==> src/rtl/mul_div_unit_pkg.sv <==
// mul_div_unit_pkg: shared definitions for the iterative multiply/divide unit.
//   MDU_WIDTH / MDU_CNT_W : default operand width and iteration counter width
//   OP_*                  : operation encodings carried on the op bus
//   state_t               : controller state encoding
//   op_is_div/op_is_signed: decode helpers for the op field
package mul_div_unit_pkg;

    localparam int MDU_WIDTH = 16;
    localparam int MDU_CNT_W = 5;

    localparam logic [1:0] OP_MULTU = 2'b00;
    localparam logic [1:0] OP_MULT  = 2'b01;
    localparam logic [1:0] OP_DIVU  = 2'b10;
    localparam logic [1:0] OP_DIV   = 2'b11;

    typedef enum logic [1:0] {
        ST_IDLE   = 2'b00,
        ST_RUN    = 2'b01,
        ST_FINISH = 2'b10
    } state_t;

    function automatic logic op_is_div(input logic [1:0] op);
        return (op == OP_DIVU) || (op == OP_DIV);
    endfunction

    function automatic logic op_is_signed(input logic [1:0] op);
        return (op == OP_MULT) || (op == OP_DIV);
    endfunction

endpackage

==> src/rtl/mul_div_unit_if.sv <==
// mul_div_unit_if: request/result bundle between the regfile-side issuer and the
// multiply/divide unit.
//   start, op, a_in, b_in      : request side (driven by master)
//   busy, done, div_by_zero,
//   hi, lo                     : status and results (driven by slave)
interface mul_div_unit_if
    import mul_div_unit_pkg::*;
#(
    parameter int WIDTH = MDU_WIDTH
);
    logic             start;
    logic [1:0]       op;
    logic [WIDTH-1:0] a_in;
    logic [WIDTH-1:0] b_in;
    logic             busy;
    logic             done;
    logic             div_by_zero;
    logic [WIDTH-1:0] hi;
    logic [WIDTH-1:0] lo;

    modport master (
        output start, op, a_in, b_in,
        input  busy, done, div_by_zero, hi, lo
    );

    modport slave (
        input  start, op, a_in, b_in,
        output busy, done, div_by_zero, hi, lo
    );
endinterface

==> src/rtl/mul_div_unit_sign_mag.sv <==
// sign_mag: conditional two's-complement negation.
//   x      in  W  value to condition
//   neg_en in  1  negate x when set (abs of a negative operand, or sign fix-up)
//   mag    out W  neg_en ? -x : x
// The most negative value maps to itself, which read as unsigned is its true
// magnitude, so a W-bit unsigned result is enough for operand conditioning.
module sign_mag #(
    parameter int W = 16
) (
    input  logic [W-1:0] x,
    input  logic         neg_en,
    output logic [W-1:0] mag
);
    assign mag = neg_en ? (~x + {{(W-1){1'b0}}, 1'b1}) : x;
endmodule

==> src/rtl/mul_div_unit.sv <==
// mul_div_unit: iterative WIDTH-bit multiply/divide, one shift-add or restoring
// step per cycle.
//   clk    in   clock, rising edge
//   rst_n  in   asynchronous active-low reset
//   bus    slave modport: start/op/a_in/b_in request; busy/done/div_by_zero/hi/lo
//
// state     | meaning
// ST_IDLE   | waiting for start; done pulses here for one cycle after a result
// ST_RUN    | WIDTH unsigned iterations on operand magnitudes
// ST_FINISH | sign fix-up, hi/lo/done registered on leaving
module mul_div_unit
    import mul_div_unit_pkg::*;
#(
    parameter int WIDTH = MDU_WIDTH,
    parameter int CNT_W = MDU_CNT_W
) (
    input  logic           clk,
    input  logic           rst_n,
    mul_div_unit_if.slave  bus
);
    state_t             state;
    logic [CNT_W-1:0]   cnt;
    logic               is_div_q;
    logic               sa_q, sb_q, dz_q;
    logic [WIDTH-1:0]   a_raw_q;
    logic [WIDTH-1:0]   mcand_q;      // multiplicand or divisor magnitude
    logic [2*WIDTH-1:0] acc;          // mul: {partial sum, multiplier}; div: low half shifts dividend in, quotient out
    logic [WIDTH-1:0]   rem;

    logic               busy_q, done_q, dz_out_q;
    logic [WIDTH-1:0]   hi_q, lo_q;

    logic               sa_in, sb_in;
    logic [WIDTH-1:0]   a_mag, b_mag;
    logic [2*WIDTH-1:0] prod_res;
    logic [WIDTH-1:0]   quo_res, rem_res;

    logic [WIDTH:0]     mul_upper;
    logic [WIDTH:0]     trial, diff;
    logic               fits;

    assign sa_in = op_is_signed(bus.op) & bus.a_in[WIDTH-1];
    assign sb_in = op_is_signed(bus.op) & bus.b_in[WIDTH-1];

    sign_mag #(.W(WIDTH))   u_a_mag (.x(bus.a_in),         .neg_en(sa_in),       .mag(a_mag));
    sign_mag #(.W(WIDTH))   u_b_mag (.x(bus.b_in),         .neg_en(sb_in),       .mag(b_mag));
    sign_mag #(.W(2*WIDTH)) u_prod  (.x(acc),              .neg_en(sa_q ^ sb_q), .mag(prod_res));
    sign_mag #(.W(WIDTH))   u_quo   (.x(acc[WIDTH-1:0]),   .neg_en(sa_q ^ sb_q), .mag(quo_res));
    sign_mag #(.W(WIDTH))   u_rem   (.x(rem),              .neg_en(sa_q),        .mag(rem_res));

    always_comb begin
        mul_upper = {1'b0, acc[2*WIDTH-1:WIDTH]} + (acc[0] ? {1'b0, mcand_q} : '0);
        trial     = {rem, acc[WIDTH-1]};
        diff      = trial - {1'b0, mcand_q};
        // trial < 2*divisor, so the wrapped difference has its top bit set exactly when it went negative
        fits      = ~diff[WIDTH];
    end

    always_ff @(posedge clk or negedge rst_n) begin
        if (!rst_n) begin
            state    <= ST_IDLE;
            cnt      <= '0;
            is_div_q <= 1'b0;
            sa_q     <= 1'b0;
            sb_q     <= 1'b0;
            dz_q     <= 1'b0;
            a_raw_q  <= '0;
            mcand_q  <= '0;
            acc      <= '0;
            rem      <= '0;
            busy_q   <= 1'b0;
            done_q   <= 1'b0;
            dz_out_q <= 1'b0;
            hi_q     <= '0;
            lo_q     <= '0;
        end else begin
            done_q <= 1'b0;
            case (state)
                ST_IDLE: begin
                    if (bus.start) begin
                        is_div_q <= op_is_div(bus.op);
                        sa_q     <= sa_in;
                        sb_q     <= sb_in;
                        a_raw_q  <= bus.a_in;
                        mcand_q  <= op_is_div(bus.op) ? b_mag : a_mag;
                        acc      <= {{WIDTH{1'b0}}, (op_is_div(bus.op) ? a_mag : b_mag)};
                        rem      <= '0;
                        cnt      <= '0;
                        dz_out_q <= 1'b0;
                        busy_q   <= 1'b1;
                        dz_q     <= op_is_div(bus.op) && (bus.b_in == '0);
                        if (op_is_div(bus.op) && (bus.b_in == '0))
                            state <= ST_FINISH;
                        else
                            state <= ST_RUN;
                    end
                end
                ST_RUN: begin
                    if (is_div_q) begin
                        rem            <= fits ? diff[WIDTH-1:0] : trial[WIDTH-1:0];
                        acc[WIDTH-1:0] <= {acc[WIDTH-2:0], fits};
                    end else begin
                        acc <= {mul_upper, acc[WIDTH-1:1]};
                    end
                    cnt <= cnt + 1'b1;
                    if (cnt == CNT_W'(WIDTH - 1))
                        state <= ST_FINISH;
                end
                ST_FINISH: begin
                    if (dz_q) begin
                        hi_q <= a_raw_q;
                        lo_q <= '1;
                    end else if (is_div_q) begin
                        hi_q <= rem_res;
                        lo_q <= quo_res;
                    end else begin
                        hi_q <= prod_res[2*WIDTH-1:WIDTH];
                        lo_q <= prod_res[WIDTH-1:0];
                    end
                    dz_out_q <= dz_q;
                    done_q   <= 1'b1;
                    busy_q   <= 1'b0;
                    state    <= ST_IDLE;
                end
                default: state <= ST_IDLE;
            endcase
        end
    end

    assign bus.busy        = busy_q;
    assign bus.done        = done_q;
    assign bus.div_by_zero = dz_out_q;
    assign bus.hi          = hi_q;
    assign bus.lo          = lo_q;
endmodule

==> src/flat_wrapper.sv <==
// flat-port wrapper written by rule: the top's interface ports become plain ports
module mul_div_unit_flat import mul_div_unit_pkg::*;
#(
    parameter int WIDTH = MDU_WIDTH,
    parameter int CNT_W = MDU_CNT_W
)
  (clk, rst_n, bus_start, bus_op, bus_a_in, bus_b_in, bus_busy, bus_done, bus_div_by_zero, bus_hi, bus_lo);
  mul_div_unit_if #(.WIDTH(WIDTH)) bus_i ();
  input  logic clk;
  input  logic rst_n;
  input wire logic [$bits(bus_i.start)-1:0] bus_start;
  input wire logic [$bits(bus_i.op)-1:0] bus_op;
  input wire logic [$bits(bus_i.a_in)-1:0] bus_a_in;
  input wire logic [$bits(bus_i.b_in)-1:0] bus_b_in;
  output wire logic [$bits(bus_i.busy)-1:0] bus_busy;
  output wire logic [$bits(bus_i.done)-1:0] bus_done;
  output wire logic [$bits(bus_i.div_by_zero)-1:0] bus_div_by_zero;
  output wire logic [$bits(bus_i.hi)-1:0] bus_hi;
  output wire logic [$bits(bus_i.lo)-1:0] bus_lo;
  assign bus_i.start = bus_start;
  assign bus_i.op = bus_op;
  assign bus_i.a_in = bus_a_in;
  assign bus_i.b_in = bus_b_in;
  assign bus_busy = bus_i.busy;
  assign bus_done = bus_i.done;
  assign bus_div_by_zero = bus_i.div_by_zero;
  assign bus_hi = bus_i.hi;
  assign bus_lo = bus_i.lo;
  mul_div_unit #(.WIDTH(WIDTH), .CNT_W(CNT_W)) u_core (.clk(clk), .rst_n(rst_n), .bus(bus_i));
endmodule
==> config.mk <==
export PLATFORM = sky130hd
export DESIGN_NAME = mul_div_unit_flat
export DESIGN_NICKNAME = d
export VERILOG_FILES = /design/src/rtl/mul_div_unit_pkg.sv /design/src/rtl/mul_div_unit_if.sv /design/src/rtl/mul_div_unit_sign_mag.sv /design/src/rtl/mul_div_unit.sv /design/src/flat_wrapper.sv
export SDC_FILE = /design/constraint.sdc
export NUM_CORES = 1
export LEC_CHECK = 0
export ABC_AREA = 1
export CORE_ASPECT_RATIO = 0.6
export CORE_MARGIN = 3
export CORE_UTILIZATION = 50
export DETAILED_ROUTE_END_ITERATION = 16
export PLACE_DENSITY_LB_ADDON = 0.25
export SYNTH_ARGS = -nofsm -noshare
export SYNTH_HDL_FRONTEND = slang
export SYNTH_SLANG_ARGS = --single-unit
==> constraint.sdc <==
create_clock -name clk -period 4.6 [get_ports clk]
set_input_delay 0.69 -clock clk [delete_from_list [all_inputs] [get_ports clk]]
set_output_delay 0.69 -clock clk [all_outputs]
set_load 0.005 [all_outputs]
==> qor.txt, run 1 <==
Status: finished, final reports clean
Htree depth: 4
Die Wd: 188 um
Layout filler cell count: 1855
GR Util All Layers: 32.3%
Final worst path period need: 3.23 ns
Number of max-cap violations: 0
Grt met2 use: 45.6%
Clk_lat worst skew: 0.43 ns
Avg Inst Size Synth: 6.42 um^2
Endpoints failing hold: 0
Most frequent cells in the layout: nand2_1, inv_1, nand3_1
Clock tree skew after final layout: 0.0103 ns
Port buffer count: 71
Yosys reg bits: 126
Syn_nets: 1630
Gp weighted congestion: 1.00
Register-to-register setup slack: 1.37 ns
Top_reg_cell synth: dfrtp_1
Ports: 72
Total detailed-routing wirelength: 34.4 mm
Area Growth Syn to Fin: 14.5%
Largest net degree at the start of global routing: 73
RSZ-0062 raised after global routing: false
Drt pass-1 iters: 6
Antenna diodes: 0
Ys async rst share: 100%
Final Cycle Share: 70.1%
Largest family of logic cells by synthesized area: simple AND/OR/NAND/NOR gates
Setup TNS: 0 ns
Clock transition at path regs: 0.07 ns
Post-Synth XOR/XNOR Area: 1.93%
First-pass GRT wire length: 54.4 mm
Layout cells sized above 1: 4.27%
Worst-path maximum fanout: 32
Met3 global-route usage: 10.4%
Dpl hpwl: 27.3 mm
Hold Crit Class: in -> async
Sequential share of the synthesized area: 31.6%
CP Capture Type: flip-flop
Detailed-route via count: 10.7k
Final hold slack: 0.404 ns
Post-synthesis mux area share: 0%
Rows: 39
Syn Inst Count: 1553
Startpoint Class: flip-flop
Die area: 21700 um^2
Number of flops mapped to enable cells by yosys: 0
Crit path required time: 4.91 ns
Max-slew violations: 0
Synth warn: 0
Inserted Clock Buffers: 17
Gr busiest metal: met1
Die Span Y: 115 um
Headroom to the max-slew limit: 33.2%
CTS tree: built
Mapped Area: 9970 um^2
GR Util met1: 48.4%
Worst-margin pin slew: 1.00 ns
Post-Synth Simple-Gate Area: 36.8%
Vias in the first global route: 9735
Antenna viol nets, final: 0
Initial DRC Count: 1451
Resize count post-CTS: 0
Initial Util: 51.7%
Total gr overflow: 0
Leakage: 5.81 nW
Clk sinks: 126
Critical path data arrival time: 3.54 ns
Pwr/cell area: 755 nW/um^2
Adder-Cell Fraction of Synth Area: 5.17%
Final setup violation count: 0
Drt via density: 5.71
Peak Freq: 310 MHz
Compound-Gate Fraction of Synth Area: 14.3%
Initial antenna violation count: 0
Most common cell after layout, fill and taps aside: nand2_1
Maximum VDD drop: 0.392 mV
CTS Hold Bufs: 0
Wire length per cell: 18.3 um
CTS max path bufs: 2
Root buf cell: clkbuf_16
Core Region: 19300 um^2
Yosys cell types: 46
# DRC: 0
Setup CP Type: reg -> reg
Nets: 1680
Setup Fix Bufs, Post-CTS: 0
[through the flow]
| stage | instance area (um^2) | setup WS [ns] | utilization, % | total power, W | instances |
|---|---|---|---|---|---|
| finish | 11400 | 1.37 | 59.2 | 0.00861 | 1882 |
| global route | 11400 | 1.05 | 59.2 | 0.00934 | 1882 |
| CTS | 11400 | 1.50 | 59.2 | 0.00848 | 1882 |
| detailed placement | 10800 | 1.55 | 56.2 | 0.00710 | 1850 |
| global placement | 10800 | 1.52 | 56.2 | 0.00705 | 1850 |
| floorplan | 9970 | 2.39 | - | 0.00558 | 1553 |
[area by class of cell]
| cell class | instances | area, um^2 | share of cell area (%) |
|---|---|---|---|
| clock buffers | 17 | 425 | 3.73 |
| inverters | 211 | 792 | 6.94 |
| multi-input cells | 1169 | 5800 | 50.8 |
| clock inverters | 15 | 149 | 1.30 |
| repair buffers | 78 | 761 | 6.67 |
| well taps | 266 | 333 | 2.92 |
| flip-flops and latches | 126 | 3150 | 27.6 |
[flip-flops by register name, summed over array words and instances (netlist names)]
| signal | cells |
|---|---|
| u_core.acc | 32 |
| u_core.dz_q | 1 |
| u_core.bus.busy | 1 |
| u_core.mcand_q | 16 |
| u_core.is_div_q | 1 |
| u_core.bus.done | 1 |
| u_core.bus.div_by_zero | 1 |
| u_core.bus.hi | 16 |
| u_core.cnt | 5 |
| u_core.sa_q | 1 |
| u_core.a_raw_q | 16 |
| u_core.sb_q | 1 |
| u_core.state | 2 |
| u_core.rem | 16 |
| u_core.bus.lo | 16 |
[report_power, final]
part / internal, W / total, W / leakage, nW / switching, W
Combinational: 0.00178 / 0.00510 / 3.99 / 0.00333
Clock: 0.000760 / 0.00134 / 0.272 / 0.000585
Sequential: 0.00160 / 0.00216 / 1.54 / 0.000566
Total: 0.00414 / 0.00861 / 5.81 / 0.00448
[kinds of logic (layout without fill, tap and decap cells)]
family	Yosys count	in the layout
compound gates	242	242
fa+ha+maj	40	40
buf+inv	258	321
simple gates	865	865
flops	126	126
xor+xnor	22	22
[cells in the mapped netlist (all sizes together) (2+ instances only)]
| cell type | count | area (um^2) |
|---|---|---|
| nand2 | 490 | 1850 |
| inv | 210 | 788 |
| nand3 | 187 | 958 |
| nor2 | 150 | 618 |
| dfrtp | 126 | 3150 |
| o21ai | 93 | 473 |
| a21oi | 68 | 348 |
| ha | 38 | 475 |
| buf | 28 | 149 |
| clkbuf | 19 | 71.3 |
| nand4 | 17 | 106 |
| o22ai | 15 | 93.8 |
| a221oi | 14 | 123 |
| xor2 | 14 | 123 |
| o211ai | 12 | 90.1 |
| a22oi | 10 | 75.1 |
| nand3b | 10 | 75.1 |
| a31oi | 9 | 56.3 |
| nor3 | 9 | 45.0 |
| xnor2 | 8 | 70.1 |
| a21o | 4 | 30.0 |
| o21bai | 4 | 30.0 |
| o221ai | 4 | 35.0 |
| a211oi | 2 | 15.0 |
| a21boi | 2 | 15.0 |
| fa | 2 | 40.0 |
[layer usage]
layer / wire, um / share of wire [%]
met1: 16100 / 47
met2: 13400 / 39
met3: 4410 / 13
met4: 523 / 1.5
met5: 0 / 0
[path summary, 6_finish.rpt]
kind,to,cells after the start,from
max,u_core.bus.hi[13],11,u_core.sa_q
min,u_core.rem[12],1,rst_n
max reg2reg,u_core.bus.hi[13],11,u_core.sa_q
min reg2reg,u_core.bus.hi[4],2,u_core.bus.hi[4]
max in group asynchronous,u_core.acc[22],2,rst_n
min in group clk,u_core.bus.hi[4],2,u_core.bus.hi[4]
[critical path, cell delays in order, from the launching register on]
cell and delay [ns]:
dfrtp_1 0.76, inv_1 0.19, nand2_1 0.11, nand2_1 0.27, inv_1 0.85, nand2_1 0.45, nand3_1 0.17, nand2_1 0.06
nand3_1 0.07, nand2_1 0.06, nand2_1 0.06, nand2_1 0.05
No activity file was read; power rests on OpenSTA's default activity.
==> run 2, diff against run 1 <==
==> constraint.sdc (replaced) <==
create_clock -name clk -period 2.6 [get_ports clk]
set_input_delay 0.39 -clock clk [delete_from_list [all_inputs] [get_ports clk]]
set_output_delay 0.39 -clock clk [all_outputs]
set_load 0.005 [all_outputs]
==> run 2 against run 1 <==
Combinational power is 86% higher. Clock skew is 0.0021 ns lower. Sequential power increased by 74%. Largest power group unchanged. Largest cell class unchanged.
==> qor.txt, run 2 (same netlist as run 1, synthesis figures left out) <==
Status: finished, final reports clean
Area Growth Syn to Fin: 17.8%
Die Span Y: 115 um (unchanged)
Area occupied by multi-input gates: 5800 um^2 (unchanged)
CTS tree: built
Rows: 39 (unchanged)
Drt pass-1 iters: 6 (unchanged)
Htree depth: 4 (unchanged)
Largest net degree at the start of global routing: 52 (-29%)
Final Cycle Share: 92.1% (+22 points)
Clock transition at path regs: 0.07 ns (about the same)
Crit path required time: 2.92 ns (-1.99 ns)
Most common cell after layout, fill and taps aside: nand2_1
First-pass GRT wire length: 55.8 mm (+2.5%)
RSZ-0062 raised after global routing: false
CP Buf/Inv Count: 1 (-1)
Core Region: 19300 um^2 (unchanged)
Crit path largest cell delay: 0.43 ns (-0.42 ns)
Antenna diodes: 0 (unchanged)
# DRC: 0 (unchanged)
Initial DRC Count: 1485 (+2.3%)
Wire length per cell: 18.6 um (+1.7%)
Largest Register: u_core.acc
Number of max-cap violations: 0 (unchanged)
Cell Chain, Critical Path: ha_1 > fa_1 > inv_1 > nand3_1 > nand3_2 > nand2_1 > nand2_1 > nand2_1 > nand2_1 > nand2_1 > nand2_2 > nand2_1 > nand3_1 > nand2_1
Gp weighted congestion: 1.09 (+8.7%)
Most Frequent Cell on Critical Path: nand2_1
Top Family by Delay on Critical Path: simple AND/OR/NAND/NOR gates
Total detailed-routing wirelength: 35.6 mm (+3.4%)
Nets: 1712 (+1.9%)
Detailed-route via count: 11.0k (+2.8%)
Root buf cell: clkbuf_16
Ports: 72 (unchanged)
Worst-path maximum fanout: 6 (-81%)
Initial antenna violation count: 1 (+1)
Port buffer count: 71 (unchanged)
Clk_lat worst skew: 0.43 ns (about the same)
Endpoints failing hold: 0 (unchanged)
Die area: 21700 um^2 (unchanged)
Dpl hpwl: 28.3 mm (+3.8%)
Dpl cell area: 11100 um^2 (+2.4%)
Final non-filler cell total: 1914 (+1.7%)
Layout filler cell count: 1831 (-1.3%)
Most frequent cells in the layout: nand2_1, inv_1, nand3_1
Max reg flops: 32 (unchanged)
Maximum VDD drop: 0.758 mV (+93%)
Resize count post-CTS: 0 (unchanged)
Drt via density: 5.77 (+1.1%)
CTS max path bufs: 2 (unchanged)
Critical path data arrival time: 2.72 ns (-0.82 ns)
Final hold slack: 0.464 ns (+0.0602 ns)
Setup CP Type: reg -> reg
CP Capture Type: flip-flop
Inserted Clock Buffers: 17 (unchanged)
Tot Pwr: 0.0159 W (+84%)
Total gr overflow: 0 (unchanged)
Setup TNS: 0 ns (unchanged)
Setup Fix Bufs, Post-CTS: 0 (unchanged)
Peak Freq: 418 MHz (+35%)
Vias in the first global route: 9950 (+2.2%)
Slowest-stage cell, CP: fa_1
Worst-margin pin slew: 0.855 ns (-0.146 ns)
Hold Crit Class: in -> async
Headroom to the max-slew limit: 43.0% (+9.8 points)
Layout cells sized above 1: 6.07% (+1.8 points)
Clk sinks: 126 (unchanged)
Final worst path period need: 2.39 ns (-0.833 ns)
Leakage: 6.01 nW (+3.4%)
Max-slew violations: 0 (unchanged)
CTS Hold Bufs: 1 (+1)
FF/Latch Area: 3150 um^2 (unchanged)
Antenna viol nets, final: 0 (unchanged)
Design Area, Final: 11700 um^2 (+2.9%)
Startpoint Class: flip-flop
Die Wd: 188 um (unchanged)
Placed Cells: 1881 (+1.7%)
Initial Util: 51.7% (unchanged)
GR Util All Layers: 33.2% (+0.92 points)
Final setup violation count: 0 (unchanged)
Clock tree skew after final layout: 0.00823 ns (-0.00209 ns)
Pwr/cell area: 1350 nW/um^2 (+79%)
[run 2: cell types whose count changed in the layout (fill, tap and decap cells not counted), sizes merged]
| cell | delta |
|---|---|
| buf | +31 |
| bufinv | +3 |
| inv | -3 |
| clkinv | +2 |
| clkinvlp | -2 |
| dlygate4sd3 | +1 |
[run 2: area by class of cell]
| cell class | count | area share [%] |
|---|---|---|
| inverters | 211 | 6.75 |
| well taps | 266 | 2.83 |
| multi-input cells | 1169 | 49.4 |
| flip-flops and latches | 126 | 26.9 |
| clock inverters | 15 | 1.78 |
| clock buffers | 17 | 3.62 |
| repair buffers | 110 | 8.76 |
[run 2: stage by stage]
step	util [%]	setup slack, ns
2_1_floorplan	-	0.386
3_3_place_gp	57.6	0.0920
3_5_place_dp	57.6	0.107
4_1_cts	60.9	0.235
5_1_grt	60.9	0.0188
6_report	60.9	0.207
[run 2: path summary, 6_finish.rpt]
path	startpoint	to	slack, ns	depth (start not counted)
setup / recovery	u_core.mcand_q[0]	u_core.rem[0]	0.21	14
hold / removal	rst_n	u_core.rem[11]	0.46	2
setup reg to reg	u_core.mcand_q[0]	u_core.rem[0]	0.21	14
hold reg to reg	u_core.bus.hi[7]	u_core.bus.hi[7]	0.48	2
max in group asynchronous	rst_n	u_core.acc[8]	1.36	3
min in group clk	u_core.bus.hi[7]	u_core.bus.hi[7]	0.48	2
[run 2: metal layers]
metal | wire (um) | global-route usage (%) | part of all wire, %
met1 | 16500 | 50.5 | 46
met2 | 13700 | 45.3 | 39
met3 | 4630 | 10.8 | 13
met4 | 662 | 7.64 | 1.9
met5 | 20 | 0 | 0.056
[run 2: power by group]
| part | total (W) | switching (W) | leakage (nW) | internal (W) |
|---|---|---|---|---|
| Sequential | 0.00375 | 0.000919 | 1.54 | 0.00283 |
| Clock | 0.00263 | 0.00101 | 0.307 | 0.00162 |
| Combinational | 0.00951 | 0.00610 | 4.16 | 0.00340 |
| Total | 0.0159 | 0.00803 | 6.01 | 0.00785 |
